`src/rtl/display_bcd_driver_pkg.sv`:
```
// Shared types and constants for the BCD display driver: FSM states and segment patterns.
// Latency: none (declarations only).
// Backpressure: not applicable.
package display_bcd_driver_pkg;

  typedef enum logic [1:0] {
    IDLE   = 2'd0,
    SHIFT  = 2'd1,
    UPDATE = 2'd2
  } state_t;

  // Segment bit order: bit0 = a ... bit6 = g, active high.
  localparam logic [6:0] SEG_BLANK = 7'b0000000;
  localparam logic [6:0] SEG_DASH  = 7'b1000000;

  // Indexed by 4-bit code: 0-9 standard digits, A-E blank, F dash.
  localparam logic [15:0][6:0] SEG_TABLE = {
    SEG_DASH,                                          // F
    SEG_BLANK, SEG_BLANK, SEG_BLANK, SEG_BLANK, SEG_BLANK, // E..A
    7'h6F,                                             // 9
    7'h7F,                                             // 8
    7'h07,                                             // 7
    7'h7D,                                             // 6
    7'h6D,                                             // 5
    7'h66,                                             // 4
    7'h4F,                                             // 3
    7'h5B,                                             // 2
    7'h06,                                             // 1
    7'h3F                                              // 0
  };

endpackage

```
`src/rtl/display_bcd_driver_seg7_decode.sv`:
```
// Combinational 4-bit code to 7-segment pattern lookup.
// Latency: 0 cycles (pure combinational).
// Backpressure: none; output follows input.
module seg7_decode
  import display_bcd_driver_pkg::*;
(
  input  logic [3:0] code,
  output logic [6:0] seg
);

  assign seg = SEG_TABLE[code];

endmodule

```
`src/rtl/display_bcd_driver.sv`:
```
// Converts a binary value to registered BCD digits and 7-segment patterns via serial double-dabble.
// Latency: load at edge N -> done high after edge N+IN_WIDTH+1; outputs update with done.
// Backpressure: busy is high during a conversion; loads while busy are dropped, not queued.
module display_bcd_driver
  import display_bcd_driver_pkg::*;
#(
  parameter int DIGITS    = 4,
  parameter int IN_WIDTH  = 32,
  parameter int SIGNED_EN = 0,
  parameter int BLANK_LZ  = 0
)(
  input  logic                  clock,
  input  logic                  reset,
  input  logic                  load,
  input  logic [IN_WIDTH-1:0]   valorsaida,
  input  logic                  clear,
  output logic                  busy,
  output logic                  done,
  output logic                  overflow,
  output logic [4*DIGITS-1:0]   bcd,
  output logic [7*DIGITS-1:0]   seg
);

  // One spare nibble above the displayed digits catches values that do not fit.
  localparam int SW = 4*DIGITS + 4;

  state_t                state, state_nxt;
  logic [SW-1:0]         scratch, scratch_adj, scratch_nxt;
  logic [IN_WIDTH-1:0]   mag, in_mag;
  logic                  neg, in_neg, ovf_acc, carry_out, ovf_fin, lz_run;
  logic [5:0]            cnt;
  logic [4*DIGITS-1:0]   code;
  logic [7*DIGITS-1:0]   seg_dec, seg_fin;

  // Magnitude is IN_WIDTH bits unsigned so the most negative input still fits.
  assign in_neg = (SIGNED_EN != 0) && valorsaida[IN_WIDTH-1];
  assign in_mag = in_neg ? (~valorsaida + IN_WIDTH'(1)) : valorsaida;
  assign busy   = (state == SHIFT) || (state == UPDATE);

  // State register.
  always_ff @(posedge clock) begin
    if (reset) state <= IDLE;
    else       state <= state_nxt;
  end

  // Next-state logic; clear forces IDLE and wins over load.
  always_comb begin
    state_nxt = state;
    case (state)
      IDLE:    if (load) state_nxt = SHIFT;
      SHIFT:   if (cnt == 6'(IN_WIDTH-1)) state_nxt = UPDATE;
      UPDATE:  state_nxt = IDLE;
      default: state_nxt = IDLE;
    endcase
    if (clear) state_nxt = IDLE;
  end

  // One double-dabble step: +3 on every nibble >= 5, then shift in the next magnitude bit.
  always_comb begin
    scratch_adj = scratch;
    for (int k = 0; k <= DIGITS; k++) begin
      if (scratch[4*k +: 4] >= 4'd5) scratch_adj[4*k +: 4] = scratch[4*k +: 4] + 4'd3;
    end
    carry_out   = scratch_adj[SW-1];
    scratch_nxt = {scratch_adj[SW-2:0], mag[IN_WIDTH-1]};
  end

  // A negative value loses the top digit to the minus sign, so that digit must be zero.
  assign ovf_fin = ovf_acc | (neg & (scratch[4*(DIGITS-1) +: 4] != 4'd0));

  // Per-digit display code: dashes on overflow, minus in the top digit when negative.
  always_comb begin
    for (int i = 0; i < DIGITS; i++) begin
      code[4*i +: 4] = ovf_fin ? 4'hF : scratch[4*i +: 4];
    end
    if (neg && !ovf_fin) code[4*DIGITS-1 -: 4] = 4'hF;
  end

  for (genvar g = 0; g < DIGITS; g++) begin : g_dec
    seg7_decode u_dec (
      .code (code[4*g +: 4]),
      .seg  (seg_dec[7*g +: 7])
    );
  end

  // Leading-zero blanking walks down from the top digit; digit 0 and the minus sign are kept.
  always_comb begin
    seg_fin = seg_dec;
    lz_run  = 1'b1;
    for (int i = DIGITS-1; i >= 1; i--) begin
      lz_run = lz_run & (scratch[4*i +: 4] == 4'd0);
      if ((BLANK_LZ != 0) && !ovf_fin && lz_run && !(neg && (i == DIGITS-1)))
        seg_fin[7*i +: 7] = SEG_BLANK;
    end
  end

  // Datapath: capture on load, shift during SHIFT, register display outputs in UPDATE.
  always_ff @(posedge clock) begin
    if (reset) begin
      scratch  <= '0;
      mag      <= '0;
      neg      <= 1'b0;
      ovf_acc  <= 1'b0;
      cnt      <= '0;
      bcd      <= '0;
      seg      <= '0;
      overflow <= 1'b0;
      done     <= 1'b0;
    end else begin
      done <= 1'b0;
      if (clear) begin
        bcd      <= '0;
        seg      <= '0;
        overflow <= 1'b0;
      end else begin
        case (state)
          IDLE: begin
            if (load) begin
              mag     <= in_mag;
              neg     <= in_neg;
              scratch <= '0;
              ovf_acc <= 1'b0;
              cnt     <= '0;
            end
          end
          SHIFT: begin
            scratch <= scratch_nxt;
            mag     <= mag << 1;
            // Sticky: a 1 shifted out or anything in the spare nibble means no fit.
            ovf_acc <= ovf_acc | carry_out | (scratch_nxt[SW-1 -: 4] != 4'd0);
            cnt     <= cnt + 6'd1;
          end
          UPDATE: begin
            bcd      <= code;
            seg      <= seg_fin;
            overflow <= ovf_fin;
            done     <= 1'b1;
          end
          default: ;
        endcase
      end
    end
  end

endmodule

```
`config.mk`:
```
export PLATFORM = sky130hd
export DESIGN_NAME = display_bcd_driver
export DESIGN_NICKNAME = d
export VERILOG_FILES = /design/src/rtl/display_bcd_driver_pkg.sv /design/src/rtl/display_bcd_driver_seg7_decode.sv /design/src/rtl/display_bcd_driver.sv
export SDC_FILE = /design/constraint.sdc
export NUM_CORES = 1
export LEC_CHECK = 0
export CORE_MARGIN = 2
export CORE_UTILIZATION = 55
export DETAILED_ROUTE_END_ITERATION = 8
export PLACE_DENSITY = 0.81
export SLEW_MARGIN = 20
export SYNTH_ARGS = -nofsm -noshare
export SYNTH_HDL_FRONTEND = slang
export SYNTH_HIERARCHICAL = 1
export SYNTH_SLANG_ARGS = --single-unit
export TNS_END_PERCENT = 50
```
`constraint.sdc`:
```
create_clock -name clock -period 2.31 [get_ports clock]
set_clock_uncertainty 0.05 [all_clocks]
set_input_delay 0.462 -clock clock [delete_from_list [all_inputs] [get_ports clock]]
set_output_delay 0.462 -clock clock [all_outputs]
set_load 0.05 [all_outputs]
```
==> qor.txt, run 1 <==
status -> finished clean
Post-Synthesis Cells -> 629
Post-DRT Antenna Nets -> 0
worst-path fanout max -> 2
Layout Nets -> 779
area share of the largest cell type after synthesis -> 37.8%
initial antenna violation count -> 0
Crit-path slowest cell -> clkdlybuf4s50_1
ANT cells -> 0
Hold WS -> 0.443 ns
DIE AREA -> 11100 um^2
mux share of post-synthesis cell area -> 12.9%
post-route setup slack -> 0.252 ns
DRC -> 0
Die Y -> 106 um
Synth Area in XOR/XNOR -> 1.70%
top cells by area, synth -> dfxtp_1 (38%), mux2i_1 (13%), ha_1 (9.3%)
clk root buf -> clkbuf_8
complex-gate fraction of the synthesized area -> 17.5%
dpl ws -> 0.256 ns
post-CTS setup buffers -> 0
Vias -> 4574
PD cells -> 500 nW/um^2
predominant post-synthesis flop cell -> dfxtp_1
FFs w/ async S/R, synth -> 0%
Synth area leader -> dfxtp_1
Lkg Pwr -> 0.00250 uW
Post-synth EDFFs -> 0
clk slew on worst S/H paths -> 0.10 ns
remaining global-route overflow -> 0
clk_lat worst skew -> 0.36 ns
Seq/Total Area, Yosys -> 37.8%
initial DRC count -> 192
crit-path leading delay family -> buffers and inverters
Fmax -> 0.486 GHz
Hold Violations, Final -> 0
worst reg2reg startpoint -> scratch[17]
Max Slew Vio Count -> 0
Synth Register Bits -> 107
CTS Buf Count -> 9
largest net degree at the start of global routing -> 49
Worst Path Arrival -> 1.55 ns
worst min-delay path class -> flip-flop to flip-flop
final worst path period share -> 89.1%
RSZ-0062 raised after global routing -> false
Synth warnings -> 6
HPWL after DPL -> 8.48 mm
vias per cell -> 5.44
simple-gate share of the synthesized area -> 15.8%
Rel. slew slack -> 64.6%
Critical Path Source Type -> flip-flop
WL final -> 11.7 mm
vias in the first global route -> 4355
Finish-stage setup viols -> 0
Worst Hold Depth -> 2
Peak VDD IR -> 287 uV
reg2reg end -> ovf_acc
Worst Hold End -> bcd[4]
r2r worst-path depth -> 7
Req. time, crit path -> 1.80 ns
worst slew pin tran -> 0.529 ns
row count -> 37
crit-path max cell delay -> 0.81 ns
Ports -> 83
Post-Syn Nets -> 707
Final GP Congestion -> 0.828
Synth Area in Adders -> 9.27%
Total GRT Usage -> 21.6%
largest family of logic cells by synthesized area -> compound AO/OA/AOI/OAI gates
Filler Cell Count -> 838
Max-Cap Viols -> 0
worst-path cell chain -> clkdlybuf4s50_1
routed len/inst -> 13.9 um
setup slack, reg-to-reg -> 0.34 ns
post-cts sizing count -> 0
Buffers & Inverters on Critical Path -> 1
CTS Sinks -> 107
syn_area_per_cell -> 9.01 um^2
Die W -> 106 um
most common cell in the synthesized netlist -> dfxtp_1
initial core utilization -> 55.6%
Area Overhead vs Synth -> 20.6%
CTS tree -> yes
fraction of layout cells with a size suffix above 1 -> 11.1%
Setup CP Type -> flip-flop to primary output
Synth cell types -> 48
fin util -> 67.1%
Detailed Routing Iterations Pass 1 -> 5
hold_buf cts -> 0
worst-case clock buffer depth -> 2
PortBufs -> 82
min-delay src -> bcd[4]
first-pass GRT wire length -> 20.0 mm
setup TNS -> 0 ns
synthesized area -> 5670 um^2
Crit. End Element -> primary output
Core ar. -> 10200 um^2
top cells by count, synth -> dfxtp_1 (107), nor2_1 (106), mux2i_1 (73)
Final min period -> 2.06 ns
H-tree Lvls -> 3
[report_power, final]
part,switching (uW),internal (uW)
registers,33.5,1910
logic,251,211
clock network,602,413
[worst max path at each step]
stage,endpoint,depth (start not counted),from
2_1_floorplan,ovf_acc,7,scratch[17]
4_1_cts,bcd[14],1,bcd[14]
6_report,bcd[14],1,bcd[14]
3_5_place_dp,cnt[3],7,load
5_1_grt,seg[10],8,ovf_acc
3_3_place_gp,scratch[19],7,load
[metrics by stage]
step / instances / power, uW / cell area (um^2)
floorplan: 629 / 2280 / 5670
global placement: 826 / 2430 / 6670
detailed placement: 826 / 2450 / 6670
CTS: 841 / 3460 / 6830
global route: 841 / 3590 / 6830
finish: 841 / 3420 / 6830
[registers in the layout, summed over array words and instances, names as in the netlist]
signal,flops
mag,32
overflow,1
scratch,20
state,2
seg,28
bcd,16
cnt,6
done,1
ovf_acc,1
[per-layer routing]
| metal | GRT usage [%] | vias to the layer above | part of all wire (%) |
|---|---|---|---|
| met5 | 0 | - | 0 |
| met4 | 7.52 | 0 | 1.4 |
| met3 | 4.14 | 14 | 4.0 |
| met2 | 36.9 | 110 | 48 |
| met1 | 27.4 | 2133 | 47 |
| li1 | - | 2317 | - |
[cells by family after synthesis]
group	Yosys count
AND/OR/NAND/NOR	188
AO/OA/AOI/OAI	139
flip-flops	107
multiplexers	73
buffers and inverters	69
adder cells (fa/ha/maj)	42
XOR/XNOR	11
[layout by cell type, fill, tap and decap left out, types with 7 or more instances in the layout]
cell type / instances
buf_4: 9
ha_1: 40
a21oi_1: 23
nor2_1: 106
mux2i_1: 73
o21ai_1: 7
o21ai_2: 8
clkbuf_8: 10
a21oi_2: 9
a211oi_1: 32
xnor2_1: 8
or2_2: 8
dfxtp_1: 107
nand2_1: 28
a22oi_1: 12
a311oi_1: 8
inv_1: 30
clkdlybuf4s50_1: 80
o21ai_0: 20
[area by class of cell]
type                       count  area (um^2)  share of cell area [%]
clock inverter                 3         15.0                   0.220
tap                          136          170                    2.49
multi-input combinational    453         3250                    47.6
sequential                   107         2140                    31.4
timing repair buffer          95          973                    14.2
inverter                      35          135                    1.98
clock buffer                  12          145                    2.12
No activity file was read; power rests on OpenSTA's default activity.
==> inputs of run 2 (changes only) <==
--- a/config.mk
+++ b/config.mk
@@ -5,10 +5,12 @@
 export SDC_FILE = /design/constraint.sdc
 export NUM_CORES = 1
 export LEC_CHECK = 0
+export CELL_PAD_IN_SITES_DETAIL_PLACEMENT = 0
+export CELL_PAD_IN_SITES_GLOBAL_PLACEMENT = 1
 export CORE_MARGIN = 2
-export CORE_UTILIZATION = 55
+export CORE_UTILIZATION = 42
 export DETAILED_ROUTE_END_ITERATION = 8
-export PLACE_DENSITY = 0.81
+export PLACE_DENSITY_LB_ADDON = 0.1
 export SLEW_MARGIN = 20
 export SYNTH_ARGS = -nofsm -noshare
 export SYNTH_HDL_FRONTEND = slang
==> qor.txt, run 2 (synthesized netlist as in run 1, its figures left out) <==
max reg flops -> 32 (unchanged)
post-cts sizing count -> 0 (unchanged)
worst-path cell chain -> clkdlybuf4s50_1
post-CTS setup buffers -> 0 (unchanged)
Area Overhead vs Synth -> 23.8%
worst setup path end -> bcd[1]
Die W -> 120 um (+14%)
Buffers & Inverters on Critical Path -> 1 (unchanged)
Rel. slew slack -> 66.1% (+1.5 points)
fin area -> 7010 um^2 (+2.7%)
Worst Path Arrival -> 1.52 ns (-0.03 ns)
Crit-path slowest cell -> clkdlybuf4s50_1
ANT cells -> 0 (unchanged)
PortBufs -> 82 (unchanged)
worst reg2reg startpoint -> scratch[17]
Post-DRT Antenna Nets -> 0 (unchanged)
commonest non-fill, non-tap cell in the layout -> dfxtp_1
initial core utilization -> 43.0% (-13 points)
routed wl met3 -> 541 um (+15%)
Req. time, crit path -> 1.80 ns (about the same)
CTS Buf Count -> 9 (unchanged)
Critical Path Source Type -> flip-flop
M1 WL -> 5.48 mm (+0.44%)
fraction of layout cells with a size suffix above 1 -> 10.9% (-0.16 points)
Detailed Routing Iterations Pass 1 -> 4 (-1)
Hold WS -> 0.434 ns (-0.00892 ns)
clk_lat worst skew -> 0.34 ns (-0.02 ns)
remaining global-route overflow -> 0 (unchanged)
Hold Violations, Final -> 0 (unchanged)
Max Slew Vio Count -> 0 (unchanged)
commonest cells after routing, fill and taps aside -> dfxtp_1 (107), nor2_1 (106), clkdlybuf4s50_1 (80)
Setup CP Type -> flip-flop to primary output
vias per cell -> 5.06 (-7.0%)
Die Y -> 120 um (+14%)
hold_buf cts -> 0 (unchanged)
Largest Register -> mag
Critical Path Stages -> 1 (unchanged)
top flop regs -> mag x32, seg x28, scratch x20
Crit. Startpoint -> bcd[1]
CTS tree -> yes
dpl ws -> 0.207 ns (-0.0495 ns)
DRC -> 0 (unchanged)
Crit. End Element -> primary output
worst-case clock buffer depth -> 2 (unchanged)
Ports -> 83 (unchanged)
crit-path leading delay family -> buffers and inverters
worst-path fanout max -> 2 (unchanged)
CTS Sinks -> 107 (unchanged)
initial DRC count -> 234 (+22%)
first-pass GRT wire length -> 20.0 mm (about the same)
reg2reg end -> ovf_acc
final worst path period share -> 88.0% (-1.1 points)
post-route setup slack -> 0.277 ns (+0.0247 ns)
top layer in use -> met4
Placed Cells -> 866 (+4.8%)
clk slew on worst S/H paths -> 0.07 ns (-0.03 ns)
Fmax -> 0.492 GHz (+1.2%)
Vias -> 4462 (-2.4%)
worst slew pin tran -> 0.506 ns (-0.0224 ns)
Total GRT Usage -> 17.0% (-4.7 points)
Filler Cell Count -> 1223 (+46%)
HPWL after DPL -> 8.02 mm (-5.4%)
clk root buf -> clkbuf_16
Lkg Pwr -> 0.00256 uW (+2.4%)
Peak VDD IR -> 430 uV (+50%)
setup slack, reg-to-reg -> 0.34 ns (about the same)
Max-Cap Viols -> 0 (unchanged)
setup TNS -> 0 ns (unchanged)
crit-path max cell delay -> 0.82 ns (about the same)
routed len/inst -> 13.2 um (-5.2%)
r2r worst-path depth -> 7 (unchanged)
Layout Nets -> 779 (unchanged)
Final min period -> 2.03 ns (-0.0247 ns)
DIE AREA -> 14400 um^2 (+30%)
Placed Area -> 6710 um^2 (+0.56%)
status -> finished clean
initial antenna violation count -> 0 (unchanged)
worst min-delay path class -> flip-flop to flip-flop
Finish-stage setup viols -> 0 (unchanged)
RSZ-0062 raised after global routing -> false
Final GP Congestion -> 0.835 (+0.77%)
vias in the first global route -> 4322 (-0.76%)
PD cells -> 569 nW/um^2 (+14%)
row count -> 42 (+14%)
H-tree Lvls -> 3 (unchanged)
Met2 Wirelength -> 5.49 mm (-1.9%)
largest net degree at the start of global routing -> 55 (+12%)
Core ar. -> 13200 um^2 (+30%)
WL final -> 11.6 mm (-0.63%)
Non-Filler Instances -> 882 (+4.9%)
## run 2: cell count changes in the layout (fill, tap and decap cells not counted)
| cell | previous run | this run |
|---|---|---|
| bufinv_16 | 0 | 1 |
| clkinv_1 | 0 | 1 |
| buf_12 | 5 | 4 |
| clkbuf_8 | 10 | 3 |
| clkbuf_16 | 0 | 9 |
| buf_4 | 9 | 10 |
| clkinv_2 | 3 | 0 |
| clkbuf_1 | 2 | 3 |
| clkinvlp_4 | 1 | 0 |
## run 2: area by class of cell
type,instances,area [um^2],share of cell area [%]
clock inverter,1,30.0,0.428
multi-input combinational,453,3250,46.4
inverter,35,131,1.87
tap,176,220,3.14
sequential,107,2140,30.5
clock buffer,15,278,3.96
timing repair buffer,95,961,13.7
## run 2: how the worst min path moves through the flow
stage,start,endpoint,slack [ns],depth (start not counted)
after floorplan,cnt[4],cnt[4],0.41,2
after global placement,seg[18],seg[18],0.42,2
after detailed placement,bcd[13],bcd[13],0.43,2
after CTS,bcd[13],bcd[13],0.44,2
after global routing,seg[19],seg[19],0.46,2
final,bcd[13],bcd[13],0.43,2
## run 2: stage by stage
stage          util (%)  power (uW)
2_1_floorplan         -        2280
3_3_place_gp       50.8        2430
3_5_place_dp       50.8        2440
4_1_cts            53.2        4050
5_1_grt            53.2        4170
6_report           53.2        3990
## run 2: where the power goes
group	switching, uW	internal [uW]
sequential	32.6	1910
clock	659	932
combinational	251	207
## run 2: layer usage
layer | up-vias | GRT usage (%)
met1 | 2070 | 20.6
met5 | - | 0
met3 | 4 | 4.90
met4 | 0 | 5.00
li1 | 2317 | -
met2 | 71 | 29.0
==> inputs of run 3 (changes only) <==
--- a/config.mk
+++ b/config.mk
@@ -11,7 +11,7 @@
 export CORE_UTILIZATION = 42
 export DETAILED_ROUTE_END_ITERATION = 8
 export PLACE_DENSITY_LB_ADDON = 0.1
-export SLEW_MARGIN = 20
+export SETUP_SLACK_MARGIN = 0.1
 export SYNTH_ARGS = -nofsm -noshare
 export SYNTH_HDL_FRONTEND = slang
 export SYNTH_HIERARCHICAL = 1
==> results of run 3 <==
Final layout, timing and power as in run 2 (identical DEF).
==> RTL edit 1, RTL diff (flow settings as in run 3) <==
Add an input register stage for `load`, `valorsaida` and `clear`, cleared by the reset; this delays them by one clock. Comments in the files are not updated.
--- a/src/rtl/display_bcd_driver.sv
+++ b/src/rtl/display_bcd_driver.sv
@@ -24,6 +24,22 @@
   // One spare nibble above the displayed digits catches values that do not fit.
   localparam int SW = 4*DIGITS + 4;
 
+  logic load_q;
+  logic [IN_WIDTH-1:0] valorsaida_q;
+  logic clear_q;
+
+  always_ff @(posedge clock) begin
+    if (reset) begin
+      load_q       <= '0;
+      valorsaida_q <= '0;
+      clear_q      <= '0;
+    end else begin
+      load_q       <= load;
+      valorsaida_q <= valorsaida;
+      clear_q      <= clear;
+    end
+  end
+
   state_t                state, state_nxt;
   logic [SW-1:0]         scratch, scratch_adj, scratch_nxt;
   logic [IN_WIDTH-1:0]   mag, in_mag;
@@ -33,8 +49,8 @@
   logic [7*DIGITS-1:0]   seg_dec, seg_fin;
 
   // Magnitude is IN_WIDTH bits unsigned so the most negative input still fits.
-  assign in_neg = (SIGNED_EN != 0) && valorsaida[IN_WIDTH-1];
-  assign in_mag = in_neg ? (~valorsaida + IN_WIDTH'(1)) : valorsaida;
+  assign in_neg = (SIGNED_EN != 0) && valorsaida_q[IN_WIDTH-1];
+  assign in_mag = in_neg ? (~valorsaida_q + IN_WIDTH'(1)) : valorsaida_q;
   assign busy   = (state == SHIFT) || (state == UPDATE);
 
   // State register.
@@ -47,12 +63,12 @@
   always_comb begin
     state_nxt = state;
     case (state)
-      IDLE:    if (load) state_nxt = SHIFT;
+      IDLE:    if (load_q) state_nxt = SHIFT;
       SHIFT:   if (cnt == 6'(IN_WIDTH-1)) state_nxt = UPDATE;
       UPDATE:  state_nxt = IDLE;
       default: state_nxt = IDLE;
     endcase
-    if (clear) state_nxt = IDLE;
+    if (clear_q) state_nxt = IDLE;
   end
 
   // One double-dabble step: +3 on every nibble >= 5, then shift in the next magnitude bit.
@@ -108,14 +124,14 @@
       done     <= 1'b0;
     end else begin
       done <= 1'b0;
-      if (clear) begin
+      if (clear_q) begin
         bcd      <= '0;
         seg      <= '0;
         overflow <= 1'b0;
       end else begin
         case (state)
           IDLE: begin
-            if (load) begin
+            if (load_q) begin
               mag     <= in_mag;
               neg     <= in_neg;
               scratch <= '0;
Function: changed (Yosys sat finds a counterexample within 4 cycles, from zero or initial values and one cycle with reset high).
==> RTL edit 1 against run 3 <==
Global-route usage fell by 0.49 points; routed wire length rose by 16%; power rose by 42%; die area rose by 15%; count of clock-buffer cells in the layout rose by 4; design area rose by 16%; sequential cell count rose by 34; synthesized area rose by 15%; hold slack got worse by 33 ps; setup slack got worse by 89 ps; largest cell class unchanged; highest routed layer unchanged.
==> RTL edit 1: results (changes against run 3) <==
Pwr
  • Power Dens Cells: 695.7 mW/mm^2 (was 568.6 mW/mm^2)
  • Leakage: 2.993 nW (was 2.556 nW)
  • Peak supply drop: 0.5279 mV (was 0.4299 mV)

Clocking
  • Root buffer cell: clkbuf_16 (unchanged)
  • Clock slew at reported path FFs: 60 ps
  • CTS buffer count: 17 (was 9)
  • Worst-Skew Late Latency: 420 ps (was 340 ps)
  • PostCTS Resize Cnt: 0 (unchanged)
  • H-Tree Depth: 4 (was 3)
  • Clock buffer depth: 2 (unchanged)
  • Setup bufs post-CTS: 0 (unchanged)

Placed design
  • I/O Buffers: 82 (unchanged)
  • DP Wirelength: 8883 um (was 8023 um)
  • Final Wtd Congestion: 0.7940 (was 0.8348)
  • Placed inst area: 0.007475 mm^2 (was 0.006705 mm^2)
  • Placed insts: 978 (was 866)

Finish
  • Layout cells sized above 1: 0.1044 (was 0.1091)
  • Final #Nets: 889 (was 779)
  • Fillcell total: 1382 (was 1223)

Worst hold path
  • Hold EP: mag[11] (was bcd[13])
  • Hold Startpoint: in_mag[11] (was bcd[13])
  • Min-Delay Path Class: reg2reg (unchanged)

Detailed routing
  • Drt initial violations: 234 (unchanged)
  • Via Count: 5140 (was 4462)
  • Via density: 5.079 (was 5.059)
  • WL final: 13410 um (was 11610 um)

Yosys
  • Post-Syn Instances: 740 (was 629)
  • Net count after synthesis: 818 (was 707)
  • Sequential share of the synthesized area: 0.4321 (was 0.3780)
  • Top cells by instance count after synthesis: dfxtp_1 (141), nor2_1 (90), nand2_1 (81) (was dfxtp_1 (107), nor2_1 (106), mux2i_1 (73))
  • Yosys cell types: 46 (was 48)
  • Synth area leaders: dfxtp_1 (43%), ha_1 (8.0%), mux2i_1 (6.9%) (was dfxtp_1 (38%), mux2i_1 (13%), ha_1 (9.3%))

Setup path
  • Max stage delay cell, worst path: clkdlybuf4s50_1 (unchanged)
  • Reg-to-reg critical path endpoint: scratch[7] (was ovf_acc)
  • Internal reg-to-reg setup slack: 200 ps (was 340 ps)
  • Worst Reg2Reg Path Length in Cells: 8 (was 7)
  • CP delay by family, top: buffers and inverters (unchanged)
  • R2R Path Start: state[0] (was scratch[17])
  • CP Max Fanout: 2 (unchanged)
  • Slowest stage delay, CP: 830 ps

Global route
  • Initial antenna violation count: 0 (unchanged)
  • First-pass GRT wire length: 22070 um (was 20010 um)
  • Largest net degree at the start of global routing: 90 (was 55)
  • Overall Global Routing Usage: 0.1649 (was 0.1698)
  • Number of global-route vias before repair: 4834 (was 4322)

STA
  • Least-Margin Pin Slew: 592.5 ps (was 506.3 ps)
  • Final slew viol count: 0 (unchanged)
  • Hold Worst Slack: 400.9 ps (was 434.3 ps)

Run status
  • Status: complete, no violations (unchanged)
-- RTL edit 1: cell count changes in the layout (fill, tap and decap cells not counted), moves of 8 or more --
| cell | run 3 | this run |
|---|---|---|
| nor2b_1 | 6 | 40 |
| mux2i_1 | 73 | 45 |
| dfxtp_1 | 107 | 141 |
| clkbuf_16 | 9 | 17 |
| nand3_1 | 3 | 29 |
| a211oi_1 | 32 | 0 |
| a31oi_1 | 0 | 26 |
| nor2_1 | 106 | 90 |
| nand2_1 | 28 | 81 |
-- RTL edit 1: kinds of logic after synthesis --
kind of cell	Yosys count	share of synthesized area
compound gates	127	0.1253
simple gates	299	0.2235
xor+xnor	9	0.01207
flops	141	0.4321
buf+inv	77	0.05765
mux	45	0.06895
fa+ha+maj	42	0.08044
-- RTL edit 1: metrics by stage --
stage | worst slack (ps) | util
2_1_floorplan | 293.5 | -
3_3_place_gp | 230.0 | 0.4917
3_5_place_dp | 123.7 | 0.4917
4_1_cts | 106.3 | 0.5333
5_1_grt | 87.82 | 0.5341
6_report | 188.5 | 0.5341
-- RTL edit 1: where the power goes --
group / internal (mW) / total (mW) / switching (mW)
logic: 0.115 / 0.260 / 0.145
registers: 2.49 / 2.51 / 0.0242
clock network: 1.84 / 2.88 / 1.04
total: 4.44 / 5.65 / 1.20
-- RTL edit 1: final cells by class --
class / count / share of cell area
Multi-Input combinational cell: 524 / 0.4149
Clock buffer: 19 / 0.05455
Sequential cell: 141 / 0.3477
Tap cell: 188 / 0.02897
Clock inverter: 13 / 0.02327
Inverter: 34 / 0.01572
Timing Repair Buffer: 93 / 0.1150
-- RTL edit 1: worst max path at each step --
stage	startpoint	endpoint	slack (ps)	cells past startpoint
after floorplan	ovf_acc	seg[17]	290	10
after global placement	state[0]	mag[26]	230	7
after detailed placement	state[0]	mag[22]	120	7
after CTS	state[0]	mag[28]	110	7
after global routing	state[0]	scratch[11]	90	8
final	bcd[1]	bcd[1]	190	1
-- RTL edit 1: layer usage --
metal,GRT usage,part of all wire,up-vias
met5,0,0,-
met4,0.06586,0.0057,0
met3,0.03659,0.037,5
met2,0.2779,0.48,107
met1,0.2052,0.48,2389
li1,-,-,2639
==> RTL edit 2, RTL diff (settings of run 3) <==
Made on the original files. `SIGNED_EN`: 0 -> 1.
--- a/src/rtl/display_bcd_driver.sv
+++ b/src/rtl/display_bcd_driver.sv
@@ -6,7 +6,7 @@
 #(
   parameter int DIGITS    = 4,
   parameter int IN_WIDTH  = 32,
-  parameter int SIGNED_EN = 0,
+  parameter int SIGNED_EN = 1,
   parameter int BLANK_LZ  = 0
 )(
   input  logic                  clock,
Behaviour: same outputs for any inputs over 10 cycles, from zero or initial values and one cycle with reset high; that may be too few to reach the edited logic, so the function may still have changed.
==> RTL edit 2 against run 3 <==
Global-route usage increased by 0.97 points; synthesized area increased by 8.5%; sequential cell count increased by 1; synthesized cell count increased by 14%; fmax decreased by 2.8%; routed wire length increased by 22%; critical path depth increased by 5; setup slack got worse by 59 ps; via count increased by 22%; register-to-register slack got worse by 100 ps; power increased by 4.3%; design area increased by 14%.
==> RTL edit 2: results (changes against run 3) <==
Global route
  • Met3 Usage GRT: 0.02953 (was 0.04895)
  • Global routing met1 resource utilization: 0.2427 (was 0.2061)
  • First-pass GRT wire length: 23750 um (was 20010 um)
  • Overall Global Routing Usage: 0.1794 (was 0.1698)
  • Met2 Track Usage GR: 0.2877 (was 0.2905)

Placed design
  • Final Wtd Congestion: 0.8471 (was 0.8348)
  • Placed inst area: 0.007597 mm^2 (was 0.006705 mm^2)

Worst hold path
  • Hold EP: bcd[6] (was bcd[13])

Finish
  • Final #Nets: 916 (was 779)
  • Layout cells sized above 1: 0.1686 (was 0.1091)
  • Fillcell total: 1358 (was 1223)

Yosys
  • Synth area leaders: dfxtp_1 (35%), ha_1 (8.8%), mux2i_1 (6.2%) (was dfxtp_1 (38%), mux2i_1 (13%), ha_1 (9.3%))
  • Net count after synthesis: 796 (was 707)
  • Xor-xnor portion of the synthesized cell area: 0.05415 (was 0.01700)
  • Mux cell area share after synthesis: 0.06189 (was 0.1289)
  • Top cells by instance count after synthesis: dfxtp_1 (108), nor2_1 (91), ha_1 (43) (was dfxtp_1 (107), nor2_1 (106), mux2i_1 (73))

STA
  • Post-route setup slack: 217.7 ps (was 277.0 ps)
  • Normalized max-slew margin: 0.6570 (was 0.6614)
  • Hold Worst Slack: 429.0 ps (was 434.3 ps)

Setup path
  • Max stage delay cell, worst path: or4_4 (was clkdlybuf4s50_1)
  • CP delay by family, top: simple AND/OR/NAND/NOR gates (was buffers and inverters)
  • R2R Path Start: state[1] (was scratch[17])
  • Crit path from: valorsaida[26] (was bcd[1])
  • CP Data Arrival Time: 2280 ps (was 1520 ps)
  • Worst Setup EP: mag[29] (was bcd[1])
  • Internal reg-to-reg setup slack: 240 ps (was 340 ps)
  • Reg-to-reg critical path endpoint: scratch[6] (was ovf_acc)
  • Slowest stage delay, CP: 570 ps (was 820 ps)

Pwr
  • P_int: 3.102 mW (was 3.045 mW)
  • Leakage: 2.989 nW (was 2.556 nW)
  • Combinational Power Share: 0.152 (was 0.115)
  • Peak supply drop: 0.3554 mV (was 0.4299 mV)

Detailed routing
  • Pre-antenna DRT Iters: 5 (was 4)
  • DRT met1 WL: 6945 um (was 5477 um)
  • Met2 wire length: 6481 um (was 5486 um)
  • Metal3 WL: 459 um (was 541 um)
  • Drt initial violations: 237 (was 234)
  • WL/cell: 13.78 um (was 13.16 um)

Clocking
  • PostCTS Resize Cnt: 3 (was 0)

Run status
  • Status: complete, no violations (unchanged)
## RTL edit 2: changes by cell type in the layout (fill, tap and decap cells not counted), moves of 10 or more
cell / before / now
o22ai_1: 0 / 23
nor2_1: 106 / 90
buf_4: 10 / 61
xor2_1: 3 / 24
mux2i_1: 73 / 38
nor3_1: 2 / 12
a211oi_1: 32 / 7
a22oi_1: 12 / 33
o21ai_0: 20 / 34
## RTL edit 2: worst register-to-register path, stage by stage (launching register included)
cell and delay [ps]:
dfxtp_1 330, inv_1 80, ha_1 390, buf_4 230, nor3b_2 290, buf_4 340
o211ai_1 150, a21oi_1 150
## RTL edit 2: area by class of cell
cell class	instances	area [um^2]	share of cell area
multi-input cells	526	3731	0.4687
flip-flops and latches	108	2162	0.2716
repair buffers	147	1364	0.1713
clock buffers	12	256.5	0.03222
well taps	184	230.2	0.02892
inverters	45	168.9	0.02122
clock inverters	4	47.55	0.005973
